### config.mk
export PLATFORM = sky130hd
export DESIGN_NAME = rede_feeder
export DESIGN_NICKNAME = d
export VERILOG_FILES = /design/src/rtl/rede_feeder.sv
export SDC_FILE = /design/constraint.sdc
export NUM_CORES = 1
export LEC_CHECK = 0
export CORE_ASPECT_RATIO = 1.75
export CORE_MARGIN = 2
export CORE_UTILIZATION = 40
export CTS_BUF_LIST = sky130_fd_sc_hd__clkbuf_4 sky130_fd_sc_hd__clkbuf_8
export DETAILED_ROUTE_END_ITERATION = 12
export PLACE_DENSITY = 0.53
export SLEW_MARGIN = 15
export SYNTH_ARGS = -nofsm -noshare
export SYNTH_HDL_FRONTEND = slang
export SYNTH_SLANG_ARGS = --single-unit
### constraint.sdc
create_clock -name clk -period 9.3 [get_ports clk]
set_input_delay 1.86 -clock clk [delete_from_list [all_inputs] [get_ports clk]]
set_output_delay 1.86 -clock clk [all_outputs]
set_load 0.005 [all_outputs]
### src/rtl/rede_feeder.sv
// Sample FIFO feeding the `in` port of the rede network; pops one sample per request code.
// Optional build macro FEEDER_ZERO_FILL_EN: an empty-FIFO request returns a zero sample instead of stalling.
module rede_feeder #(
  parameter int          DATA_W   = 31,
  parameter int          DEPTH    = 16,
  parameter int          AW       = 4,
  parameter logic [3:0]  REQ_CODE = 4'd1
) (
  input  logic                     clk,
  input  logic                     rst,
  input  logic                     wr_en,
  input  logic signed [DATA_W-1:0] wr_data,
  output logic                     full,
  output logic [AW:0]              level,
  input  logic [3:0]               req_in,
  output logic signed [DATA_W-1:0] in_data,
  output logic                     in_valid,
  output logic                     starved,
  output logic                     overflow,
  output logic                     underflow
);

  localparam logic [AW:0] DEPTH_CNT = (AW+1)'(DEPTH);

  typedef enum logic {
    S_IDLE,
    S_STARVED
  } state_e;

  state_e                     state_q;
  logic signed [DATA_W-1:0]   mem_q [DEPTH];
  logic [AW-1:0]              wr_ptr_q;
  logic [AW-1:0]              rd_ptr_q;
  logic [AW:0]                level_q;
  logic [AW:0]                level_d;
  logic signed [DATA_W-1:0]   in_data_q;
  logic                       in_valid_q;
  logic                       starved_q;
  logic                       overflow_q;
  logic                       underflow_q;

  logic req;
  logic empty;
  logic is_full;
  logic pop;
  logic push;
  logic drop;

  // NOTE: every signal assigned here gets a value on every path, so no latch is inferred.
  always_comb begin
    req     = (req_in == REQ_CODE);
    empty   = (level_q == '0);
    is_full = (level_q == DEPTH_CNT);
    pop     = 1'b0;
    if (!empty) begin
      if (state_q == S_STARVED) pop = 1'b1;
      else if (req)             pop = 1'b1;
    end
    // A pop in the same cycle frees the slot, so a full FIFO can still accept.
    push    = wr_en && (!is_full || pop);
    drop    = wr_en && !push;
    level_d = level_q + {{AW{1'b0}}, push} - {{AW{1'b0}}, pop};
  end

  // NOTE: sample storage is deliberately not reset; pointers and level define validity.
  always_ff @(posedge clk) begin
    if (rst && push) mem_q[wr_ptr_q] <= wr_data;
  end

  // NOTE: all sequential state uses non-blocking assignments so reads see pre-edge values.
  always_ff @(posedge clk) begin
    if (!rst) begin
      state_q     <= S_IDLE;
      wr_ptr_q    <= '0;
      rd_ptr_q    <= '0;
      level_q     <= '0;
      in_data_q   <= '0;
      in_valid_q  <= 1'b0;
      starved_q   <= 1'b0;
      overflow_q  <= 1'b0;
      underflow_q <= 1'b0;
    end else begin
      in_valid_q <= 1'b0;
      level_q    <= level_d;

      if (push) wr_ptr_q <= wr_ptr_q + 1'b1;
      if (drop) overflow_q <= 1'b1;

      if (pop) begin
        rd_ptr_q   <= rd_ptr_q + 1'b1;
        in_data_q  <= mem_q[rd_ptr_q];
        in_valid_q <= 1'b1;
      end

      case (state_q)
        S_IDLE: begin
          if (req && empty) begin
            underflow_q <= 1'b1;
`ifdef FEEDER_ZERO_FILL_EN
            in_data_q   <= '0;
            in_valid_q  <= 1'b1;
`else
            state_q     <= S_STARVED;
            starved_q   <= 1'b1;
`endif
          end
        end
        S_STARVED: begin
          // Further requests while starved are absorbed; only one is ever outstanding.
          if (!empty) begin
            state_q   <= S_IDLE;
            starved_q <= 1'b0;
          end
        end
        default: begin
          state_q   <= S_IDLE;
          starved_q <= 1'b0;
        end
      endcase
    end
  end

  assign full      = is_full;
  assign level     = level_q;
  assign in_data   = in_data_q;
  assign in_valid  = in_valid_q;
  assign starved   = starved_q;
  assign overflow  = overflow_q;
  assign underflow = underflow_q;

endmodule

==> results of run 1 <==
## registers in the layout, indices dropped and copies added, names as in the netlist, 4 cells and up
register,cells
rd_ptr_q,4
in_data,31
level,5
wr_ptr_q,4
mem_q,496
## worst max-delay path: stages
cell	delay (ns)
clkdlybuf4s50_1	0.45
nor4b_4	0.63
o21ai_4	0.06
buf_4	0.35
or2_2	0.39
nand2_1	0.07
ha_1	0.16
inv_1	0.06
fa_1	0.42
nand2b_1	0.16
a21oi_1	0.19
o21ai_0	0.10
nor3b_1	0.14
## cell type report
cell class                 count  area, sq um
multi-input combinational    340         4780
fill                        4361        27300
sequential                   545        15900
timing repair buffer          99          933
clock inverter                39          308
tap                          672          841
antenna                        1         2.50
inverter                      10         37.5
clock buffer                 105         1350
## report_power, final
part	total (mW)	switching [mW]	internal, mW
clock	1.98	0.892	1.09
sequential	2.77	0.0361	2.73
combinational	0.363	0.198	0.165
## synthesized netlist by cell type, types with 5 or more instances
| master | number | share of area (%) |
|---|---|---|
| buf_2 | 18 | 0.43 |
| nor2_1 | 30 | 0.54 |
| nand3_1 | 33 | 0.79 |
| nand2_1 | 7 | 0.13 |
| o221ai_2 | 27 | 1.9 |
| ha_1 | 10 | 0.60 |
| a21oi_1 | 5 | 0.12 |
| edfxtp_1 | 496 | 72 |
| dfxtp_1 | 49 | 4.7 |
| mux4_2 | 124 | 13 |
| mux2i_1 | 65 | 3.1 |
| inv_1 | 10 | 0.18 |
| clkbuf_1 | 27 | 0.49 |
## layer usage
metal / up-vias / wire length [um]
met5: - / 0
met3: 71 / 1690
met1: 5127 / 17700
met2: 219 / 24400
li1: 4223 / -
met4: 0 / 961
## how the worst max path moves through the flow
stage                    from            to  slack [ns]  cells after the start
finish              req_in[3]      level[4]        4.75                     13
global placement    req_in[3]      level[4]        4.15                     13
CTS                 req_in[3]      level[4]        4.79                     13
detailed placement  req_in[3]      level[4]        4.12                     13
global route        req_in[3]      level[4]        4.53                     13
floorplan           req_in[3]  mem_q[12][0]        4.72                      5
## cell usage in the layout (no fill, tap or decap), types with 2 or more instances in the layout
cell type	instances
buf_4	21
o21ai_0	2
nand2b_1	2
clkdlybuf4s50_1	77
clkbuf_4	15
nand3_1	33
nor2_4	16
o221ai_2	27
dfxtp_4	3
inv_6	2
inv_1	10
nand2_1	7
xor2_1	4
edfxtp_1	496
or2_2	3
mux2i_1	65
dfxtp_1	46
clkbuf_8	90
nor2_1	14
ha_1	10
nor3_1	2
xnor2_1	3
clkinv_1	18
bufinv_16	5
clkinv_2	13
o221ai_1	4
nor3b_1	2
a21oi_1	5
mux4_2	124
## cell families (layout without fill, tap and decap cells)
kind of cell | Yosys count | after routing | share of synthesized area [%]
xor+xnor | 7 | 7 | 0.295
buf+inv | 64 | 253 | 1.41
other cells | 0 | 1 | 0
simple gates | 88 | 88 | 2.15
mux | 189 | 189 | 16.6
fa+ha+maj | 11 | 11 | 0.698
flops | 545 | 545 | 76.3
compound gates | 45 | 45 | 2.55
## per-stage QoR
stage | power, mW | setup slack (ns) | instances | instance area (sq um)
CTS | 5.17 | 4.79 | 1810 | 24100
global placement | 3.18 | 4.15 | 1666 | 22500
global route | 5.30 | 4.53 | 1811 | 24100
floorplan | 3.02 | 4.72 | 949 | 20800
finish | 5.11 | 4.75 | 1811 | 24100
detailed placement | 3.19 | 4.12 | 1666 | 22500
==> run_results.csv, run 1 <==
group,metric,value,unit
floorplanning,io_pins,79,
floorplanning,fp.dieArea,0.0539,sq mm
final_layout,fin_nets,1122,
power_and_ir_drop,ir_worst_vdd,0.0000900,V
floorplanning,rows,110,
floorplanning,die_width,176,um
critical_path,path_max_fanout,37,
critical_path,worstPathArrival,5.03,ns
sta,skew,0.0324,ns
hold_path,worstHoldEndpoint,"underflow",
synthesis,synth-main-ff-cell,"edfxtp_1",
floorplanning,core_region_area,0.0515,sq mm
critical_path,start_kind,"primary input",
cts,clockBufferDepth,3,
critical_path,timing.rr.start,"level[3]",
global_routing,met3_usage,2.36,%
routing,drtAntennaViolNets,0,
sta,fin_crit,4.55,ns
synthesis,ys_seq_elements,545,
power_and_ir_drop,p_leak,7.28,nW
hold_path,hold_path_depth,2,
floorplanning,dieHeight,306,um
global_routing,met1_usage,20.9,%
cts,numCtsBuffers,77,
sta,fmax,220,MHz
cts,postCtsSetupBuffers,0,
floorplanning,start_util,40.4,%
routing,via_count,9640,
global_routing,antenna_found_initial,1,
power_and_ir_drop,power_density,212,mW/mm^2
global_routing,grt_usage,17.2,%
sta,tns,0,ns
sta,worstMarginPinSlew,1.15,ns
global_routing,use_met2,31.2,%
hold_path,hp-class,"flip-flop to flip-flop",
synthesis,syn_area,0.0208,sq mm
cts,post_cts_resized,0,
sta,hold_viol_final,0,
cts,cts_htree_levels,3,
global_routing,busiest_layer,"met2",
routing,drt-initial-drc-count,605,
global_routing,grt_pass1_vias,10600,
synthesis,synthDistinctLibCells,41,
critical_path,required,9.78,ns
sta,fin_hold_ws,0.465,ns
run,cap_violations,0,
synthesis,synth-seq-area-share,76.3,%
final_layout,area_delta_synth_final,16.1,%
routing,routedWlPerCell,24.7,um
critical_path,r2r-end,"level[4]",
routing,drt-total-wl,44700,um
place,dp_hpwl,25600,um
cts,cts_tree,"built",
critical_path,r2r_slack,5.79,ns
synthesis,synthesis.nets,998,
sta,finalCritPeriodShare,48.9,%
sta,drv_slew,0,
routing,dr.pass1.iters,5,
cts,root_buffer,"clkbuf_8",
routing,drcViolationCount,0,
critical_path,cp-end-kind,"flip-flop",
cts,worstSkewPairLatency,0.63,ns
synthesis,syn_area_per_cell,21.9,sq um
final_layout,layout-drive-gt1-share,28.6,%
place,port_buffers,78,
place,place_congestion,0.711,
sta,rsz0062_at_grt,"false",
sta,slew_headroom,23.2,%
critical_path,r2r_cells,14,
final_layout,fin_util,46.9,%
cts,clock_sinks,545,
hold_path,hp-start,"underflow",
synthesis,yosysWarnings,0,
global_routing,grt_pass1_wl,67500,um
cts,clkTransAtPathRegs,0.06,ns
synthesis,syn-instance-count,949,
synthesis,synth-edff-count,496,
critical_path,setup.worst_path.class,"primary input to flip-flop",
sta,setup_viol,0,
run_status,run_status,"finished clean",
global_routing,grt.overflow.total,0,
global_routing,grt_max_degree,71,
cts,ctsHoldBuffers,0,
routing,vias_per_cell,5.32,
synthesis,async_flop_share,0,%
(Power assumes the default switching activity.)
==> run 2, diff against run 1 <==
Settings changed: PLACE_DENSITY 0.53 to 0.55.
Clock period 9.3 ns to 3.68 ns, I/O delays scaled along.
==> run 2 against run 1 <==
  * Non-clock buffer count increased by 25
  * Register-to-register slack got worse by 5.0 ns
  * Combinational power increased to 2.5 times the previous value
  * Die area unchanged
  * Wire length increased by 3.3%
  * Critical endpoint unchanged
  * Highest routed layer is now met5
==> run_results.csv, run 2 (synthesis results as in run 1) <==
group,metric,value,unit
critical_path,worstPathArrival,3.37,ns
floorplanning,die_width,176,um
place,place_congestion,0.707,
sta,rsz0062_at_grt,"false",
routing,dr.pass1.iters,5,
routing,drcViolationCount,0,
place,dp_hpwl,25100,um
global_routing,grt_pass1_vias,10700,
critical_path,cp-end-kind,"flip-flop",
global_routing,grt_max_degree,49,
critical_path,r2r_cells,13,
hold_path,hp-start,"overflow",
hold_path,hold_path_depth,2,
routing,via_count,9895,
critical_path,setup.worst_path.class,"flip-flop to flip-flop",
global_routing,antenna_found_initial,2,
sta,fmax,348,MHz
run_status,run_status,"finished clean",
floorplanning,dieHeight,306,um
final_layout,layout-drive-gt1-share,31.0,%
cts,cts_htree_levels,3,
final_layout,final_common_cell,"edfxtp_1",
sta,fin_crit,2.88,ns
final_layout,seqCellArea,0.0159,sq mm
power_and_ir_drop,ir_worst_vdd,0.000195,V
power_and_ir_drop,power_density,525,mW/mm^2
cts,clockBufferDepth,3,
floorplanning,core_region_area,0.0515,sq mm
final_layout,fin_nets,1147,
sta,setup_viol,0,
floorplanning,rows,110,
sta,drv_slew,0,
floorplanning,io_pins,79,
floorplanning,start_util,40.4,%
final_layout,fillCellCount,4315,
critical_path,required,4.17,ns
sta,hold_viol_final,0,
cts,root_buffer,"clkbuf_8",
sta,worstMarginPinSlew,1.04,ns
cts,cts_tree,"built",
sta,finalCritPeriodShare,78.2,%
cts,numCtsBuffers,77,
global_routing,grt.overflow.total,0,
sta,slew_headroom,30.7,%
run,cap_violations,0,
place,port_buffers,78,
cts,ctsHoldBuffers,0,
final_layout,area_delta_synth_final,17.4,%
sta,skew,0.0204,ns
critical_path,timing.rr.start,"level[3]",
final_layout,largest_reg_flops,496,
cts,worstSkewPairLatency,0.63,ns
final_layout,final_cell_mix,"496 x edfxtp_1, 124 x mux4_2, 90 x clkbuf_8",
final_layout,multiInputGateArea,0.00478,sq mm
hold_path,hp-class,"flip-flop to flip-flop",
sta,fin_hold_ws,0.470,ns
cts,clkTransAtPathRegs,0.06,ns
routing,routedWlPerCell,25.2,um
cts,post_cts_resized,0,
routing,drt-initial-drc-count,713,
cts,clock_sinks,545,
global_routing,grt_pass1_wl,68900,um
routing,drt-total-wl,46200,um
cts,postCtsSetupBuffers,0,
final_layout,regMostFlops,"mem_q",
critical_path,start_kind,"flip-flop",
power_and_ir_drop,p_leak,7.42,nW
critical_path,path_max_fanout,8,
routing,drtAntennaViolNets,0,
critical_path,crit_start,"level[3]",
floorplanning,fp.dieArea,0.0539,sq mm
global_routing,grt_usage,17.6,%
routing,vias_per_cell,5.40,
sta,tns,0,ns
## run 2: cell count changes in the layout (fill, tap and decap cells not counted), sizes merged
cell / delta
clkinv: -15
inv: -1
clkbuf: +12
clkinvlp: +3
bufinv: -3
buf: +25
## run 2: per-stage QoR
stage	cell area (sq um)	cells	worst slack [ns]	util (%)	power, mW
2_1_floorplan	20800	949	0.228	-	7.63
3_3_place_gp	22800	1691	0.293	44.3	8.05
3_5_place_dp	22800	1691	0.306	44.3	8.07
4_1_cts	24400	1831	0.766	47.4	13.0
5_1_grt	24400	1832	0.552	47.4	13.3
6_report	24400	1832	0.802	47.4	12.8
## run 2: final cells by class
type                            count  share of cell area (%)
Inverter                           10                   0.154
Tap cell                          672                    3.45
Timing Repair Buffer              124                    5.11
Antenna cell                        1                  0.0103
Clock inverter                     23                   0.702
Multi-Input combinational cell    340                    19.6
Sequential cell                   545                    65.1
Clock buffer                      117                    5.91
## run 2: final timing paths
check	endpoint	slack, ns
min reg2reg	overflow	0.47
min	overflow	0.47
max	level[4]	0.80
max reg2reg	level[4]	0.80
## run 2: power breakdown
part	internal, mW	switching (mW)
Sequential	6.90	0.0939
Clock	2.65	2.24
Combinational	0.436	0.489
## run 2: routing by layer
layer | global-route usage, % | up-vias | share of wire [%] | routed length (um)
met3 | 2.85 | 75 | 4.0 | 1840
met1 | 20.8 | 5323 | 39 | 18100
met2 | 32.3 | 224 | 55 | 25200
li1 | - | 4271 | - | -
met4 | 6.13 | 2 | 2.3 | 1050
met5 | 0 | - | 0.028 | 13
## run 2: critical path: stages, from the launching register on
cell and delay [ns]:
dfxtp_1 0.39, inv_1 0.08, ha_1 0.20, or4b_1 0.40, o21ai_4 0.11, or2_2 0.31, nand2_1 0.07, ha_1 0.15
inv_1 0.06, fa_1 0.42, nand2b_1 0.16, a21oi_1 0.17, o21ai_0 0.09, nor3b_1 0.14
